<file path="src/rtl/divide_8by4_seq_if.sv">
// Request/response bundle for the sequential 8/4 restoring divider.
// The master issues start with operands; the slave (divider) returns
// busy/done and the held results.
interface divide_8by4_seq_if #(
   parameter int DIVIDEND_W = 8,
   parameter int DIVISOR_W  = 4
);
   logic                  start;
   logic [DIVIDEND_W-1:0] dividend;
   logic [DIVISOR_W-1:0]  divisor;
   logic                  busy;
   logic                  done;
   logic [DIVIDEND_W-1:0] quotient;
   logic [DIVISOR_W-1:0]  remainder;
   logic                  div_by_zero;

   modport master (
      output start, dividend, divisor,
      input  busy, done, quotient, remainder, div_by_zero
   );

   modport slave (
      input  start, dividend, divisor,
      output busy, done, quotient, remainder, div_by_zero
   );
endinterface

</file>
<file path="src/rtl/divide_8by4_seq.sv">
// Sequential restoring divider: unsigned DIVIDEND_W / DIVISOR_W, one
// quotient bit per clock, start/busy/done handshake.
// Optional feature macro: DIV_ZERO_CHECK_EN -- when defined, a zero divisor
// skips the RUN phase and reports div_by_zero with a one-cycle latency.
module divide_8by4_seq #(
   parameter int DIVIDEND_W = 8,
   parameter int DIVISOR_W  = 4
) (
   input logic             clk,
   input logic             rst,
   divide_8by4_seq_if.slave bus
);

   localparam int CNT_W = (DIVIDEND_W > 1) ? $clog2(DIVIDEND_W) : 1;
   localparam logic [CNT_W-1:0] LAST_STEP = CNT_W'(DIVIDEND_W - 1);

   typedef enum logic [1:0] {IDLE, RUN, DONE} state_t;

   state_t                state_q, state_d;

   // work_q starts as the dividend and fills with quotient bits from the LSB
   // as dividend bits leave from the MSB, so after DIVIDEND_W steps it holds
   // the quotient.
   logic [DIVIDEND_W-1:0] work_q;
   logic [DIVISOR_W-1:0]  dvsr_q;
   // The stored partial remainder is always below the divisor (or its top
   // bit is shifted out on the next step), so only the shifted/compare value
   // needs the extra bit.
   logic [DIVISOR_W-1:0]  rem_q;
   logic [CNT_W-1:0]      cnt_q;

   logic [DIVIDEND_W-1:0] quot_q;
   logic [DIVISOR_W-1:0]  remd_q;

   logic                  accept;
   logic                  zero_fast;
   logic                  last;
   logic [DIVISOR_W:0]    shifted;
   logic                  q_bit;
   logic [DIVISOR_W:0]    rem_step;
   logic [DIVIDEND_W-1:0] work_step;

   // Single restoring step plus handshake decode.
   always_comb begin
      accept    = (state_q != RUN) && bus.start;
`ifdef DIV_ZERO_CHECK_EN
      zero_fast = accept && (bus.divisor == '0);
`else
      zero_fast = 1'b0;
`endif
      last      = (cnt_q == LAST_STEP);
      shifted   = {rem_q, work_q[DIVIDEND_W-1]};
      q_bit     = (shifted >= {1'b0, dvsr_q});
      rem_step  = q_bit ? (shifted - {1'b0, dvsr_q}) : shifted;
      work_step = {work_q[DIVIDEND_W-2:0], q_bit};
   end

   // State register.
   always_ff @(posedge clk) begin
      if (rst) state_q <= IDLE;
      else     state_q <= state_d;
   end

   // Next-state: DONE behaves like IDLE for a new start, giving back-to-back.
   always_comb begin
      state_d = state_q;
      case (state_q)
         IDLE, DONE: begin
            if (accept) state_d = zero_fast ? DONE : RUN;
            else        state_d = IDLE;
         end
         RUN:        if (last) state_d = DONE;
         default:    state_d = IDLE;
      endcase
   end

   // Datapath: operand capture, per-cycle step, result update on done edge.
   always_ff @(posedge clk) begin
      if (rst) begin
         work_q <= '0;
         dvsr_q <= '0;
         rem_q  <= '0;
         cnt_q  <= '0;
         quot_q <= '0;
         remd_q <= '0;
      end else if (accept) begin
         work_q <= bus.dividend;
         dvsr_q <= bus.divisor;
         rem_q  <= '0;
         cnt_q  <= '0;
         if (zero_fast) begin
            quot_q <= '1;
            remd_q <= '0;
         end
      end else if (state_q == RUN) begin
         work_q <= work_step;
         rem_q  <= rem_step[DIVISOR_W-1:0];
         cnt_q  <= cnt_q + CNT_W'(1);
         if (last) begin
            quot_q <= work_step;
            remd_q <= rem_step[DIVISOR_W-1:0];
         end
      end
   end

`ifdef DIV_ZERO_CHECK_EN
   logic dbz_q;

   // Divide-by-zero flag follows the result it describes.
   always_ff @(posedge clk) begin
      if (rst)                          dbz_q <= 1'b0;
      else if (zero_fast)               dbz_q <= 1'b1;
      else if (state_q == RUN && last)  dbz_q <= 1'b0;
   end

   assign bus.div_by_zero = dbz_q;
`else
   assign bus.div_by_zero = 1'b0;
`endif

   assign bus.busy      = (state_q == RUN);
   assign bus.done      = (state_q == DONE);
   assign bus.quotient  = quot_q;
   assign bus.remainder = remd_q;

endmodule
</file>
<file path="src/flat_wrapper.sv">
// flat-port wrapper written by rule: the top's interface ports become plain ports
module divide_8by4_seq_flat 
#(
   parameter int DIVIDEND_W = 8,
   parameter int DIVISOR_W  = 4
)
  (clk, rst, bus_start, bus_dividend, bus_divisor, bus_busy, bus_done, bus_quotient, bus_remainder, bus_div_by_zero);
  divide_8by4_seq_if #(.DIVIDEND_W(DIVIDEND_W), .DIVISOR_W(DIVISOR_W)) bus_i ();
  input logic clk;
  input logic rst;
  input wire logic [$bits(bus_i.start)-1:0] bus_start;
  input wire logic [$bits(bus_i.dividend)-1:0] bus_dividend;
  input wire logic [$bits(bus_i.divisor)-1:0] bus_divisor;
  output wire logic [$bits(bus_i.busy)-1:0] bus_busy;
  output wire logic [$bits(bus_i.done)-1:0] bus_done;
  output wire logic [$bits(bus_i.quotient)-1:0] bus_quotient;
  output wire logic [$bits(bus_i.remainder)-1:0] bus_remainder;
  output wire logic [$bits(bus_i.div_by_zero)-1:0] bus_div_by_zero;
  assign bus_i.start = bus_start;
  assign bus_i.dividend = bus_dividend;
  assign bus_i.divisor = bus_divisor;
  assign bus_busy = bus_i.busy;
  assign bus_done = bus_i.done;
  assign bus_quotient = bus_i.quotient;
  assign bus_remainder = bus_i.remainder;
  assign bus_div_by_zero = bus_i.div_by_zero;
  divide_8by4_seq #(.DIVIDEND_W(DIVIDEND_W), .DIVISOR_W(DIVISOR_W)) u_core (.clk(clk), .rst(rst), .bus(bus_i));
endmodule
</file>
<file path="config.mk">
export PLATFORM = sky130hd
export DESIGN_NAME = divide_8by4_seq_flat
export DESIGN_NICKNAME = d
export VERILOG_FILES = /design/src/rtl/divide_8by4_seq_if.sv /design/src/rtl/divide_8by4_seq.sv /design/src/flat_wrapper.sv
export SDC_FILE = /design/constraint.sdc
export NUM_CORES = 1
export LEC_CHECK = 0
export ABC_AREA = 1
export BUFFER_PORTS_ARGS = -buffer_cell sky130_fd_sc_hd__buf_2
export CAP_MARGIN = 20
export CORE_MARGIN = 5
export CORE_UTILIZATION = 45
export DETAILED_ROUTE_END_ITERATION = 8
export PLACE_DENSITY = 0.67
export SLEW_MARGIN = 20
export SYNTH_ARGS = -nofsm -noshare
export SYNTH_HDL_FRONTEND = slang
export SYNTH_SLANG_ARGS = --single-unit
</file>
<file path="constraint.sdc">
create_clock -name clk -period 4.55 [get_ports clk]
set_clock_uncertainty 0.15 [all_clocks]
set_input_delay 0.91 -clock clk [delete_from_list [all_inputs] [get_ports clk]]
set_output_delay 0.91 -clock clk [all_outputs]
set_load 0.03 [all_outputs]
</file>
# == Word-level counts from Yosys, hierarchy flattened ==
# Cells that the tools add are included.
# word_totals
wordCells,28
out_inout_bits,15
in_bits,15
register_bits,33
# op_classes
bitwise,1
n_reduce_logical,6
eq_ne,5
order_cmp,1
muxes,6
add_sub_neg,2
# op_table
operator,n
$mux W8,2
$ge A5 B4 Y1,1
$mux W4,1
$ne A2 B1 Y1 const B,2
$pmux W2 S2,1
$reduce_or A2 Y1,2
$sub A4 B4 Y4,1
$add A3 B1 Y3 const B,1
$eq A3 B3 Y1 const B,1
$reduce_and A3 Y1,1
$eq A2 B1 Y1 const B,1
$eq A2 B2 Y1 const B,1
$logic_not A2 Y1,1
$mux W2,1
$reduce_bool A2 Y1,1
$logic_and A1 B1 Y1,1
$mux W1,1
$not A1 Y1,1

# == Longest topological paths before layout ==
# Gate-level depths: netlist of the first run.
# logic_depth
ltp_word,4
ltp_mapped,12
depth_no_buf,12

# == Worst setup path after synthesis of the first run ==
# No wires, ideal clock.
# synth_timing
path_kind,flip-flop to output port
start,register u_core.state_q[1]
end,output port bus_done
t_arrival_ns,0.799
path_stages_with_launch,3
n_path_buf,0
slack_ns,2.691
required_time_ns,3.490
path_cell_list,dfxtp_1 > inv_1 > nor2_1
# synth_between
elab_chain_len,1
# synth_rtl
element,line,source
from (decl),divide_8by4_seq.sv:19,"state_t state_q, state_d;"
from (signal assigned),divide_8by4_seq.sv:61,else state_q <= state_d;
$eq A2 B2 Y1,divide_8by4_seq.sv:122,assign bus.done = (state_q == DONE);
to (decl),flat_wrapper.sv:15,output wire logic [$bits(bus_i.done)-1:0] bus_done;
# No other way between the ends.

# == Worst setup path in the final report of the first run ==
# layout_timing
start,register u_core.state_q[0]
end,output port bus_busy
# layout_between
elab_chain_len,1
# layout_rtl
element,line,source
$eq A2 B1 Y1,divide_8by4_seq.sv:121,assign bus.busy = (state_q == RUN);
to (decl),flat_wrapper.sv:14,output wire logic [$bits(bus_i.busy)-1:0] bus_busy;
# No other way between the ends.

==> impl_results.md, run 1 <==
* Status: complete, no violations
* Final Max Slew Viols at 0
* Most frequent cell after synthesis: nand2_1
* Final Hold Vio Count at 0
* Cells on Worst Hold Path at 2
* Max cap viols at 0
* GP Congestion at 0.7995
* Post-Syn Nets at 231
* Full die area at approximately 4700 sq um
* Root Driver: clkbuf_4
* CP Data Arrival Time at 1.36 ns
* DP Area at 1723 sq um
* Worst-path cell chain: inv_2 > nor2_4 > buf_2
* Worst hold margin at 0.3265 ns
* Clock buffer count from CTS at 5
* Fin crit period at 2.416 ns
* I/O pins at 30
* Remaining DRCs at 0
* CTS tree: yes
* Via Count at 1313
* Worst setup EP type: output port
* First-pass GRT wire length at 5402 um
* FF+latch count, synth at 33
* Initial antenna violation count at 0
* Vias per inst at 4.591
* Routed WL at 3161 um
* R2R cell count at 9
* CP max stage cell: dfxtp_1
* PD cells at 320.1 nW/um^2
* Antenna-violating nets left at 0
* Design Area, Final at 1778 sq um
* Post-CTS Resized at 0
* FMAX at approximately 410 MHz
* Post-synth top area share at 42.38%
* Post-synthesis simple-gate area fraction at 24.96%
* Post-Synthesis Cells at ~210
* Worst Setup SP: u_core.state_q[0]
* Syn. warnings at 0
* RSZ-0062 raised after global routing: no
* Clk_lat worst skew at 0.33 ns
* Worst r2r src: u_core.rem_q[1]
* DR WL/cell at 11.05 um
* Setup bufs post-CTS at 0
* Xor and xnor area share after synthesis at 1.124%
* Worst setup margin at roughly 2.1 ns
* Worst path depth at 3
* Post-synthesis compound-gate area fraction at about an eighth
* Die Span Y at 68.86 um
* Unique masters post-synth at 23
* Startpoint Class: flop
* Pin count of the biggest net entering global routing at 26
* Prevailing post-synth register cell: dfxtp_1
* Number of global-route vias before repair at about 1300
* Crit-path max FO at 15
* Worst VDD drop at between 0.15 and 0.2 mV
* CP bufs+invs at 2
* Max Root-Sink Buffers at 2
* GRT Total Usage at 15.57%
* Starting density of the core at between 40% and 50%
* Top cells by area, synth: dfxtp_1 42%, nand2_1 9.4%, inv_1 8.4%
* Dpl ws at between 2 and 3 ns
* Sequential element share of the synthesized area at 42.38%
* Number of synthesized flops with an enable pin at 0
* Final critical-path share of the clock period at 53.11%
* Die W at 68.86 um
* DR pass1 iterations at 4
* Reg clk slew, reported paths at 0.11 ns
* Largest family of logic cells by synthesized area: simple AND/OR/NAND/NOR gates
* Final #Nets at 261
* Core ar. at 3337 sq um
* HP Class: flop to flop
* Post-Syn Area at 1559 sq um
* Clk sink count at 33
* Hold_buf cts at 0
* Syn Area/Cell at 7.459 sq um
* Async S/R FF share, synth at 0%
* Total gr overflow at 0
* Mux contribution to synthesized area at 0%
* Area leader, netlist: dfxtp_1
* P_leak at 0.9346 nW
* Share of layout cells above drive strength 1 at between 20% and 30%
* FP Rows at 21
* Top cells by count, synth: 39 x nand2_1, 35 x inv_1, 33 x dfxtp_1
* Required @ worst endpoint at 3.49 ns
* Post-Synth Adder-Cell Area at 6.100%
* Port Buf Inserts at 28
* Crit path kind: flop to output port
* Worst reg2reg setup slack at approximately 2.8 ns
* Reg-to-reg endpoint: u_core.bus.remainder[0]
* Diodes inserted at 0
* CTS H-tree depth at 2
* Count of final setup violators at 0
* Max incr delay on CP at between 0.3 and 0.4 ns
* DRT iter0 DRCs at 35
* Area delta synth->final at 14.05%
* DP HPWL at around 2400 um
* Worst Setup EP: bus_busy
* Family with the most delay on the worst path: flip-flops
* Sum Neg Setup Slack at 0 ns
## state kept, by name, indices dropped and copies added (netlist names)
name	cells
u_core.bus.quotient	8
u_core.work_q	8
u_core.bus.remainder	4
u_core.dvsr_q	4
u_core.rem_q	4
u_core.cnt_q	3
u_core.state_q	2
## worst min path at each step
stage	startpoint	slack (ns)	endpoint
after detailed placement	u_core.cnt_q[2]	0.31	u_core.cnt_q[2]
after global routing	u_core.cnt_q[2]	0.34	u_core.cnt_q[2]
final	u_core.cnt_q[2]	0.33	u_core.cnt_q[2]
after floorplan	u_core.dvsr_q[2]	0.28	u_core.dvsr_q[2]
after CTS	u_core.cnt_q[2]	0.33	u_core.cnt_q[2]
after global placement	u_core.cnt_q[2]	0.31	u_core.cnt_q[2]
## power by group
part / internal (mW) / switching (mW) / leakage [nW] / total, mW
clock network: 0.0582 / 0.103 / 0.0310 / 0.161
logic: 0.0350 / 0.0672 / 0.635 / 0.102
registers: 0.301 / 0.00538 / 0.269 / 0.306
total: 0.394 / 0.175 / 0.935 / 0.569
## layout make-up
type | count | area, sq um
Fill cell | 352 | 1559
Sequential cell | 33 | 660.6
Clock inverter | 3 | 17.52
Multi-Input combinational cell | 130 | 710.7
Tap cell | 46 | 57.56
Clock buffer | 5 | 37.54
Timing Repair Buffer | 28 | 140.1
Inverter | 41 | 153.9
## cell usage in the layout, fill, tap and decap left out, types with 2 or more instances in the layout
master,synthesis,routed
nor2_4,2,2
inv_2,6,6
ha_1,6,6
nor2_1,16,16
nand2_1,39,39
o221ai_1,3,3
o21ai_0,13,13
clkbuf_4,0,5
o21ai_1,7,7
buf_2,0,28
xnor2_1,2,2
o21a_1,4,4
nand2_2,3,3
nand3_1,22,22
a21oi_1,8,8
clkinv_2,0,2
inv_1,35,35
dfxtp_1,33,33
## metal layers
layer	vias to the layer above	wire length (um)	GRT usage, %
li1	713	-	-
met2	28	1400	24.17
met1	566	1512	19.88
met4	0	59	6.569
met3	6	188	4.862
met5	-	0	0
## worst reg2reg max path: stages (launching register included)
cell and delay, ns:
dfxtp_1 0.35, ha_1 0.36, a21oi_2 0.20, nand2_1 0.07
nand2_1 0.14, nand2_2 0.13, nand2_1 0.11, nand3_1 0.10
nand2_1 0.07, inv_1 0.03
## per-stage QoR
step / util, % / power, mW / cells
floorplan: - / 0.3940 / 209
global placement: 51.63 / 0.4147 / 278
detailed placement: 51.63 / 0.4154 / 278
CTS: 53.28 / 0.5750 / 286
global route: 53.28 / 0.6110 / 286
finish: 53.28 / 0.5690 / 286
## cell families after synthesis
group / Yosys count
XOR/XNOR: 2
buffers and inverters: 46
AO/OA/AOI/OAI: 36
AND/OR/NAND/NOR: 84
flip-flops: 33
adder cells (fa/ha/maj): 7
other: 1
Note: power is estimated with default switching activity, not from simulation.
==> inputs of run 2 (changes only) <==
--- a/config.mk
+++ b/config.mk
@@ -5,13 +5,13 @@
 export SDC_FILE = /design/constraint.sdc
 export NUM_CORES = 1
 export LEC_CHECK = 0
-export ABC_AREA = 1
+export ABC_AREA = 0
 export BUFFER_PORTS_ARGS = -buffer_cell sky130_fd_sc_hd__buf_2
 export CAP_MARGIN = 20
 export CORE_MARGIN = 5
 export CORE_UTILIZATION = 45
 export DETAILED_ROUTE_END_ITERATION = 8
-export PLACE_DENSITY = 0.67
+export PLACE_DENSITY = 0.7
 export SLEW_MARGIN = 20
 export SYNTH_ARGS = -nofsm -noshare
 export SYNTH_HDL_FRONTEND = slang
==> constraint.sdc (replaced) <==
create_clock -name clk -period 2.2 [get_ports clk]
set_clock_uncertainty 0.15 [all_clocks]
set_input_delay 0.44 -clock clk [delete_from_list [all_inputs] [get_ports clk]]
set_output_delay 0.44 -clock clk [all_outputs]
set_load 0.03 [all_outputs]
==> run 2 against run 1 <==
Worst setup slack got worse by 1.9 ns. Wire length increased by 5.8%. Register-to-register slack got worse by 2.5 ns. Area after synthesis decreased by 0.72%. Critical path depth grew 4. Synthesized cell count decreased by 16%. First-iteration DRC count grew 34%. Final cell count shrank 13%. Sequential share of layout area decreased by 0.62 points. Clock power rose to 3.0 times the previous value. Hold slack got worse by 0.13 ns. Total power is 140% higher. Critical path type is now flop to flop. Critical endpoint is now u_core.bus.remainder[1].
==> impl_results.md, run 2 <==
* Startpoint Class: flop
* DR WL/cell at 13.37 um (+21%)
* Antenna-violating nets left at 0 (unchanged)
* Diodes inserted at 0 (unchanged)
* Psw at 0.3502 mW (+100%)
* Crit-path max FO at 5 (-10)
* Final #Nets at 225 (-14%)
* Non-filler cells, final at 250 (-13%)
* DP Cell Count at 242 (-13%)
* FF+latch count, synth at 33 (unchanged)
* Area delta synth->final at 16.81%
* Worst setup EP type: flop
* FMAX at 507.8 MHz
* Int Pwr at 0.9885 mW (+150%)
* FP Rows at 21 (unchanged)
* Clock buffer count from CTS at 5 (unchanged)
* P_leak at 0.7999 nW (-14%)
* Hold_buf cts at 0 (unchanged)
* Post-Synthesis Cells at 175 (-16%)
* Syn. warnings at 0 (unchanged)
* Post-CTS Resized at 0 (unchanged)
* CTS tree: yes
* Post-synth top area share at 42.68% (+0.31 points)
* Number of global-route vias before repair at 1242 (-1.8%)
* Area leader, netlist: dfxtp_1
* Top cells by area, synth: dfxtp_1 43%, mux2i_1 6.5%, nand2_1 6.3%
* Sum Neg Setup Slack at 0 ns (unchanged)
* Crit path kind: flop to flop
* Most frequent cell after synthesis: dfxtp_1
* Max Root-Sink Buffers at 2 (unchanged)
* Register share of total power at 47.9% (-5.9 points)
* Worst hold margin at 0.1988 ns (-0.1277 ns)
* Setup bufs post-CTS at 0 (unchanged)
* GP Congestion at 0.9209 (+15%)
* Number of synthesized flops with an enable pin at 0 (unchanged)
* Share of layout cells above drive strength 1 at 25.00% (+4.2 points)
* Remaining DRCs at 0 (unchanged)
* Final Hold Vio Count at 0 (unchanged)
* Worst VDD drop at 0.3463 mV (+87%)
* Clk_lat worst skew at 0.34 ns (about the same)
* Die W at 68.65 um (-0.31%)
* Top cells by count, synth: 33 x dfxtp_1, 26 x nand2_1, 17 x a21oi_1
* Die Span Y at 68.65 um (-0.31%)
* Most used cell, CP: o21ai_2
* Via Count at 1275 (-2.9%)
* I/O pins at 30 (unchanged)
* Full die area at 4712 sq um (-0.62%)
* Net Sw Frac at 26.16% (-4.6 points)
* HP Class: input pin to flop
* Fin crit period at 1.969 ns
* Clock network power share at 35.7% (+7.4 points)
* DP HPWL at 2460 um (+2.4%)
* CP bufs+invs at 1 (-1)
* GRT Total Usage at 16.41% (+0.83 points)
* Family with the most delay on the worst path: compound AO/OA/AOI/OAI gates
* Clk sink count at 33 (unchanged)
* Pin count of the biggest net entering global routing at 29 (+12%)
* DR pass1 iterations at 6 (+2)
* Worst-path cell chain: inv_1 > ha_1 > nand2b_4 > a211oi_4 > o21ai_2 > mux2_4 > o21ai_2
* DRT iter0 DRCs at 47 (+34%)
* CTS H-tree depth at 2 (unchanged)
* Comb power frac at 16.3% (-1.7 points)
* Starting density of the core at 46.38% (-0.34 points)
* Post-Syn Area at 1548 sq um (-0.72%)
* Max incr delay on CP at 0.34 ns (-0.02 ns)
* Post-Syn Nets at 197 (-15%)
* First-pass GRT wire length at 5644 um (+4.5%)
* Status: complete, no violations
* Routed WL at 3343 um (+5.8%)
* Reg clk slew, reported paths at 0.11 ns (about the same)
* CP max stage cell: dfxtp_1
* RSZ-0062 raised after global routing: no
* Unique masters post-synth at 35 (+52%)
* Required @ worst endpoint at 2.32 ns (-1.17 ns)
* Prevailing post-synth register cell: dfxtp_1
* Vias per inst at 5.100 (+11%)
* Sequential element share of the synthesized area at 42.68% (+0.31 points)
* Initial antenna violation count at 0 (unchanged)
* Root Driver: clkbuf_4
* CP Data Arrival Time at 2.09 ns (+0.73 ns)
* Final Max Slew Viols at 0 (unchanged)
* Commonest non-fill, non-tap cell in the layout: dfxtp_1
* Commonest cells after routing, fill and taps aside: 33 x dfxtp_1, 28 x buf_2, 26 x nand2_1
* Async S/R FF share, synth at 0% (unchanged)
* Total gr overflow at 0 (unchanged)
* Max cap viols at 0 (unchanged)
* Final critical-path share of the clock period at 89.51%
* Port Buf Inserts at 28 (unchanged)
* PD cells at 740.4 nW/um^2 (+130%)
* Syn Area/Cell at 8.844 sq um (+19%)
* Core ar. at 3337 sq um (unchanged)
* Count of final setup violators at 0 (unchanged)
## run 2: changes by cell type in the layout (fill, tap and decap cells not counted), moves of 4 or more
cell	change
inv_1	-27
nand3_1	-16
nand2_1	-13
o21ai_0	-11
mux2i_1	+10
a211oi_1	+9
a21oi_1	+9
inv_2	-6
o21ai_1	-6
o21ai_2	+5
buf_4	+4
nand3b_1	+4
o21a_1	-4
## run 2: layout make-up
cell class | count | area [sq um]
Sequential cell | 33 | 660.6
Inverter | 9 | 33.78
Timing Repair Buffer | 32 | 170.2
Clock inverter | 1 | 30.03
Clock buffer | 7 | 55.05
Fill cell | 337 | 1529
Multi-Input combinational cell | 122 | 800.8
Tap cell | 46 | 57.56
## run 2: metal layers
metal	vias to the layer above	share of wire, %	track usage [%]
li1	650	-	-
met1	597	43	19.20
met2	23	51	27.65
met3	5	4.7	5.997
met4	0	1.1	5.211
met5	-	0	0
## run 2: power by group through the flow
stage	clock [mW]	sequential (mW)	combinational, mW
after floorplan	0	0.651	0.174
after global placement	0	0.654	0.210
after detailed placement	0	0.655	0.218
after CTS	0.488	0.641	0.220
after global routing	0.519	0.646	0.241
final	0.478	0.642	0.219
## run 2: worst paths after layout
check                                            start                       to  slack [ns]  cells past startpoint
worst max-delay path                  u_core.work_q[7]  u_core.bus.remainder[1]        0.23                      7
worst min-delay path                    bus_divisor[3]         u_core.dvsr_q[3]        0.20                      3
worst max register to register        u_core.work_q[7]  u_core.bus.remainder[1]        0.23                      7
worst min register to register  u_core.bus.quotient[6]   u_core.bus.quotient[6]        0.31                      2
## run 2: cell families (layout without fill, tap and decap cells)
family	count (synthesis)	in the layout	share of synthesized area, %
flip-flops	33	33	42.68
AND/OR/NAND/NOR	60	60	17.70
adder cells (fa/ha/maj)	7	7	6.144
buffers and inverters	20	49	5.578
AO/OA/AOI/OAI	40	40	18.11
multiplexers	12	12	8.408
XOR/XNOR	2	2	1.132
other	1	1	0.2423
## run 2: tightest hold or removal path: stages
cell	delay [ns]
buf_2	0.09
nand3_1	0.06
a21oi_1	0.05
## run 2: per-stage QoR
stage                     util [%]  power [mW]  setup slack (ns)  cell area (sq um)
after CTS                    54.18       1.348            0.2233               1808
after detailed placement     51.63      0.8733            0.2535               1723
after global placement       51.63      0.8642            0.3170               1723
after global routing         54.18       1.406            0.1028               1808
final                        54.18       1.339            0.2308               1808
after floorplan                  -      0.8242            0.3686               1548
